File: src/rtl/player_ctl_if.sv
// Signal bundle between the button decoder / VGA timing side and the player motion controller.
// The controller takes the slave modport; the driver of buttons and vblnk takes the master modport.
interface player_ctl_if;
  logic        vblnk;
  logic        btn_left;
  logic        btn_right;
  logic        btn_jump;
  logic        freeze;
  logic [10:0] xpos;
  logic [10:0] ypos;
  logic        facing_left;
  logic        moving;
  logic        airborne;

  modport master (
    output vblnk, btn_left, btn_right, btn_jump, freeze,
    input  xpos, ypos, facing_left, moving, airborne
  );

  modport slave (
    input  vblnk, btn_left, btn_right, btn_jump, freeze,
    output xpos, ypos, facing_left, moving, airborne
  );
endinterface

File: src/rtl/player_ctl.sv
// Player motion controller: once per frame (rising vblnk) applies horizontal moves, jump and gravity.
// Define PLAYER_WRAP_EN to wrap xpos around the screen edges instead of clamping.
module player_ctl #(
  parameter int SCREEN_W = 1024,
  parameter int PLAYER_W = 48,
  parameter int X_START  = 100,
  parameter int Y_GROUND = 600,
  parameter int STEP_X   = 4,
  parameter int JUMP_V0  = 16,
  parameter int GRAVITY  = 1,
  parameter int MAX_FALL = 16
) (
  input logic         clk,
  input logic         rst,
  player_ctl_if.slave bus
);

  typedef enum logic [1:0] {GROUND, RISE, FALL} vstate_t;

  localparam logic [11:0] X_MAX   = 12'(SCREEN_W - PLAYER_W);
  localparam logic [11:0] STEP    = 12'(STEP_X);
  localparam logic [10:0] X_RST   = 11'(X_START);
  localparam logic [10:0] Y_GND   = 11'(Y_GROUND);
  localparam logic [11:0] Y_GND12 = 12'(Y_GROUND);
  localparam logic [4:0]  V0      = 5'(JUMP_V0);
  localparam logic [4:0]  GRAV    = 5'(GRAVITY);
  localparam logic [4:0]  VMAX    = 5'(MAX_FALL);

  vstate_t     state_q, state_n;
  logic        vblnk_q;
  logic [10:0] x_q, x_n;
  logic [10:0] y_q, y_n;
  logic [4:0]  vy_q, vy_n;
  logic        facing_q, facing_n;
  logic        moving_q, moving_n;
  logic        armed_q, armed_n;
  logic        airborne_q;
  logic        upd;
  logic [11:0] x_calc;
  logic [11:0] y_calc;
  logic [5:0]  vy_sum;

  // A frame tick is consumed even when frozen; only the state update is suppressed.
  always_comb begin
    upd      = bus.vblnk & ~vblnk_q & ~bus.freeze;
    state_n  = state_q;
    x_n      = x_q;
    y_n      = y_q;
    vy_n     = vy_q;
    facing_n = facing_q;
    moving_n = moving_q;
    armed_n  = armed_q;
    x_calc   = {1'b0, x_q};
    y_calc   = {1'b0, y_q};
    vy_sum   = '0;

    if (upd) begin
      if (bus.btn_left ^ bus.btn_right) begin
        if (bus.btn_left) begin
          facing_n = 1'b1;
          if (x_calc < STEP) begin
`ifdef PLAYER_WRAP_EN
            x_calc = X_MAX;
`else
            x_calc = '0;
`endif
          end else begin
            x_calc = x_calc - STEP;
          end
        end else begin
          facing_n = 1'b0;
          x_calc   = x_calc + STEP;
          if (x_calc > X_MAX) begin
`ifdef PLAYER_WRAP_EN
            x_calc = '0;
`else
            x_calc = X_MAX;
`endif
          end
        end
        x_n      = x_calc[10:0];
        moving_n = (x_calc[10:0] != x_q);
      end else begin
        moving_n = 1'b0;
      end

      // A held jump button keeps the controller disarmed, so landing never re-launches.
      if (!bus.btn_jump) begin
        armed_n = 1'b1;
      end

      case (state_q)
        GROUND: begin
          if (bus.btn_jump && armed_q) begin
            state_n = RISE;
            vy_n    = V0;
            armed_n = 1'b0;
          end
        end
        RISE: begin
          y_calc = y_calc - {7'd0, vy_q};
          y_n    = y_calc[10:0];
          vy_n   = vy_q - GRAV;
          if (vy_n == 5'd0) begin
            state_n = FALL;
          end
        end
        FALL: begin
          vy_sum = {1'b0, vy_q} + {1'b0, GRAV};
          vy_n   = (vy_sum > {1'b0, VMAX}) ? VMAX : vy_sum[4:0];
          y_calc = y_calc + {7'd0, vy_n};
          if (y_calc >= Y_GND12) begin
            y_n     = Y_GND;
            vy_n    = '0;
            state_n = GROUND;
          end else begin
            y_n = y_calc[10:0];
          end
        end
        default: begin
          state_n = GROUND;
          vy_n    = '0;
          y_n     = Y_GND;
        end
      endcase
    end
  end

  always_ff @(posedge clk or posedge rst) begin
    if (rst) begin
      state_q    <= GROUND;
      vblnk_q    <= 1'b0;
      x_q        <= X_RST;
      y_q        <= Y_GND;
      vy_q       <= '0;
      facing_q   <= 1'b0;
      moving_q   <= 1'b0;
      armed_q    <= 1'b1;
      airborne_q <= 1'b0;
    end else begin
      state_q    <= state_n;
      vblnk_q    <= bus.vblnk;
      x_q        <= x_n;
      y_q        <= y_n;
      vy_q       <= vy_n;
      facing_q   <= facing_n;
      moving_q   <= moving_n;
      armed_q    <= armed_n;
      airborne_q <= (state_n != GROUND);
    end
  end

  assign bus.xpos        = x_q;
  assign bus.ypos        = y_q;
  assign bus.facing_left = facing_q;
  assign bus.moving      = moving_q;
  assign bus.airborne    = airborne_q;

endmodule
File: src/flat_wrapper.sv
// flat-port wrapper written by rule: the top's interface ports become plain ports
module player_ctl_flat 
#(
  parameter int SCREEN_W = 1024,
  parameter int PLAYER_W = 48,
  parameter int X_START  = 100,
  parameter int Y_GROUND = 600,
  parameter int STEP_X   = 4,
  parameter int JUMP_V0  = 16,
  parameter int GRAVITY  = 1,
  parameter int MAX_FALL = 16
)
  (clk, rst, bus_vblnk, bus_btn_left, bus_btn_right, bus_btn_jump, bus_freeze, bus_xpos, bus_ypos, bus_facing_left, bus_moving, bus_airborne);
  player_ctl_if bus_i ();
  input logic clk;
  input logic rst;
  input wire logic [$bits(bus_i.vblnk)-1:0] bus_vblnk;
  input wire logic [$bits(bus_i.btn_left)-1:0] bus_btn_left;
  input wire logic [$bits(bus_i.btn_right)-1:0] bus_btn_right;
  input wire logic [$bits(bus_i.btn_jump)-1:0] bus_btn_jump;
  input wire logic [$bits(bus_i.freeze)-1:0] bus_freeze;
  output wire logic [$bits(bus_i.xpos)-1:0] bus_xpos;
  output wire logic [$bits(bus_i.ypos)-1:0] bus_ypos;
  output wire logic [$bits(bus_i.facing_left)-1:0] bus_facing_left;
  output wire logic [$bits(bus_i.moving)-1:0] bus_moving;
  output wire logic [$bits(bus_i.airborne)-1:0] bus_airborne;
  assign bus_i.vblnk = bus_vblnk;
  assign bus_i.btn_left = bus_btn_left;
  assign bus_i.btn_right = bus_btn_right;
  assign bus_i.btn_jump = bus_btn_jump;
  assign bus_i.freeze = bus_freeze;
  assign bus_xpos = bus_i.xpos;
  assign bus_ypos = bus_i.ypos;
  assign bus_facing_left = bus_i.facing_left;
  assign bus_moving = bus_i.moving;
  assign bus_airborne = bus_i.airborne;
  player_ctl #(.SCREEN_W(SCREEN_W), .PLAYER_W(PLAYER_W), .X_START(X_START), .Y_GROUND(Y_GROUND), .STEP_X(STEP_X), .JUMP_V0(JUMP_V0), .GRAVITY(GRAVITY), .MAX_FALL(MAX_FALL)) u_core (.clk(clk), .rst(rst), .bus(bus_i));
endmodule
File: config.mk
export PLATFORM = sky130hd
export DESIGN_NAME = player_ctl_flat
export DESIGN_NICKNAME = d
export VERILOG_FILES = /design/src/rtl/player_ctl_if.sv /design/src/rtl/player_ctl.sv /design/src/flat_wrapper.sv
export SDC_FILE = /design/constraint.sdc
export NUM_CORES = 1
export LEC_CHECK = 0
export ABC_AREA = 1
export ABC_CLOCK_PERIOD_IN_PS = 7950
export CAP_MARGIN = 20
export CORE_ASPECT_RATIO = 1.1
export CORE_MARGIN = 5
export CORE_UTILIZATION = 45
export DETAILED_ROUTE_END_ITERATION = 10
export PLACE_DENSITY_LB_ADDON = 0.1
export SLEW_MARGIN = 20
export SYNTH_ARGS = -nofsm -noshare
export SYNTH_HDL_FRONTEND = slang
export SYNTH_SLANG_ARGS = --single-unit
File: constraint.sdc
create_clock -name clk -period 7.95 [get_ports clk]
set_clock_uncertainty 0.15 [all_clocks]
set_input_delay 2.385 -clock clk [delete_from_list [all_inputs] [get_ports clk]]
set_output_delay 2.385 -clock clk [all_outputs]
set_load 0.005 [all_outputs]
==> results.yml <==
global_route:
  antenna_found_initial: 0
  overflow: 0
  grt_max_degree: 35
  grt_pass1_vias: 3122
  grt_pass1_wl_microns: 14600
  track_usage_pct: 19.5
drt:
  drt_iter0_markers: 141
  wl_microns: 8460
  ant_nets: 0
  drt_first_pass_iters: 4
  remaining_drc_errors: 0
  post_drt_wl_per_cell_microns: 14.0
  via_count: 3227
  via_per_inst: 5.33
setup_path:
  worstSetupPathType: "in2reg"
  crit_fanout: 11
  cp.required_ps: 8000
  arrival_ps: 4790
  cp-end-kind: "flip-flop"
  r2r_cells: 24
  regToRegStartpoint: "u_core.vy_q[0]"
  critPathLaunchType: "primary input"
  rrSetupSlack_ps: 3990
  regToRegEndpoint: "u_core.bus.airborne"
synth:
  syn_avg_cell_area_sq_um: 6.55
  synthesis.nets: 519
  synthCells: 491
  ys_types: 42
  netlist_area_sq_um: 3220
  ys_async_sr_fraction_pct: 100
  ys_seq_elements: 34
  synth_area_leaders: "dfrtp_1 (20%), nand2_1 (15%), inv_1 (8.6%)"
  synth_top_cell_by_area: "dfrtp_1"
  seq_area_frac_synth_pct: 26.8
  synth-edff-count: 0
  synth_ff_type: "dfrtp_1"
  yosysTopAreaCellShare_pct: 20.2
  ys_warn_count: 0
finish:
  num-fill-cells: 709
  antenna_cells: 0
  final_core_util_pct: 52.5
  nets: 548
  drive_above_1_share_pct: 8.25
  area_delta_synth_final_pct: 14.4
clock_tree:
  cts.sinks: 34
  cts_tree: "done"
  cts_max_path_buffers: 2
  cts-resized-gates: 0
  hold_buffers: 0
  cts.clk_slew.worst_paths_ps: 70
  post_cts_buffers: 0
  cts-root-buf: "clkbuf_8"
  cts_buffers: 5
  clock_latency_ps: 290
  htreeDepth: 2
floorplanning:
  num_rows: 32
  ioPinCount: 32
  die_area_sq_um: 8940
  start_util_pct: 45.9
  coreArea_sq_um: 7010
  die_w_microns: 90.6
  fp.dieH_microns: 98.7
power:
  power.leakage_nw: 1.85
  cellPowerDensity_nw_per_um2: 373
  ir_drop_mv: 0.155
timing:
  finalHoldViolations: 0
  tightestPinTransition_ps: 686
  setup_viol: 0
  rsz0062_at_grt: "false"
  max_slew_margin_pct: 54.2
  fin_crit_sh_pct: 59.7
  fin_crit_ps: 4750
  slew_violations: 0
  tns_ps: 0
  fmax_ghz: 0.211
placement:
  port_buffers: 31
  place_congestion: 0.874
  hpwl_microns: 6520
worst_hold_path:
  worstHoldPathType: "reg2reg"
  min_to: "u_core.bus.moving"
  hold_start: "u_core.bus.moving"
  holdPathStages: 2
run_status:
  status: "finished, final reports clean"
run:
  maxCapViolations: 0
[synth_stat cells, types with 6 or more instances]
cell type    n
a21oi_1     15
dfrtp_1     26
dfstp_2      8
ha_1        19
inv_1       74
nand2_1    129
nand2_2     11
nand3_1     47
nand4_1     14
nor2_1      38
nor3_1       6
o21ai_0     33
xor2_1      11
[layer usage]
metal	track usage, %	vias to the layer above	wire, microns
li1	-	1654	-
met1	24.8	1502	3820
met2	34.2	63	4260
met3	3.05	8	280
met4	5.73	0	95
met5	0	-	0
[logic make-up after synthesis]
logic type      after synthesis  share of synthesized area (%)
fa+ha+maj                    21                           8.64
simple gates                261                           36.6
xor+xnor                     15                           4.09
flops                        34                           26.8
compound gates               71                           12.9
buf+inv                      89                           11.0
[power by group]
part           internal (W)  leakage, nW  switching (W)
Sequential         0.000247        0.418       0.000109
Clock             0.0000700       0.0482      0.0000673
Combinational      0.000348         1.38       0.000530
Total              0.000665         1.85       0.000706
[sequential cells by signal (all words and copies together) (netlist names)]
| register | cells |
|---|---|
| u_core.bus.xpos | 11 |
| u_core.bus.facing_left | 1 |
| u_core.bus.moving | 1 |
| u_core.vblnk_q | 1 |
| u_core.vy_q | 5 |
| u_core.bus.ypos | 11 |
| u_core.armed_q | 1 |
| u_core.bus.airborne | 1 |
| u_core.state_q | 2 |
[layout make-up]
cell class	instances	area, sq um	area share, %
multi-input cells	368	2000	54.4
flip-flops and latches	34	861	23.4
repair buffers	33	325	8.85
well taps	85	106	2.89
clock inverters	1	5.00	0.136
inverters	78	293	7.96
clock buffers	7	86.3	2.35
[cell usage in the layout, fill, tap and decap left out, types with 14 or more instances in the layout]
cell             netlist  layout
nor2_1                38      38
inv_1                 74      74
ha_1                  19      19
nand3_1               47      47
nand4_1               14      14
nand2_1              129     129
a21oi_1               15      15
dfrtp_1               26      26
clkdlybuf4s50_1        0      31
o21ai_0               33      33
[how the worst max path moves through the flow]
stage,from,end,slack [ps],depth (start not counted)
6_report,bus_vblnk,u_core.bus.ypos[5],3200,9
2_1_floorplan,bus_freeze,u_core.bus.ypos[5],3870,8
3_5_place_dp,bus_vblnk,u_core.bus.xpos[10],2820,9
4_1_cts,bus_vblnk,u_core.bus.xpos[10],3120,9
5_1_grt,bus_vblnk,u_core.bus.ypos[5],2950,9
3_3_place_gp,bus_vblnk,u_core.bus.xpos[10],2910,9
[stage by stage]
stage / total power (W) / setup slack [ps] / hold slack [ps] / instance area [sq um] / instances
6_report: 0.00137 / 3200 / 342 / 3680 / 606
5_1_grt: 0.00152 / 2950 / 374 / 3680 / 606
4_1_cts: 0.00137 / 3120 / 350 / 3670 / 605
3_5_place_dp: 0.00123 / 2820 / 328 / 3580 / 597
3_3_place_gp: 0.00123 / 2910 / 333 / 3580 / 597
2_1_floorplan: 0.000973 / 3870 / 322 / 3220 / 491
[critical path: stages]
cell	delay (ps)
clkdlybuf4s50_1	480
inv_1	40
nor3_1	200
clkinv_1	290
nor2_1	580
nand2_1	160
inv_1	300
nand2_1	160
o211ai_1	200
(Power assumes the default switching activity.)
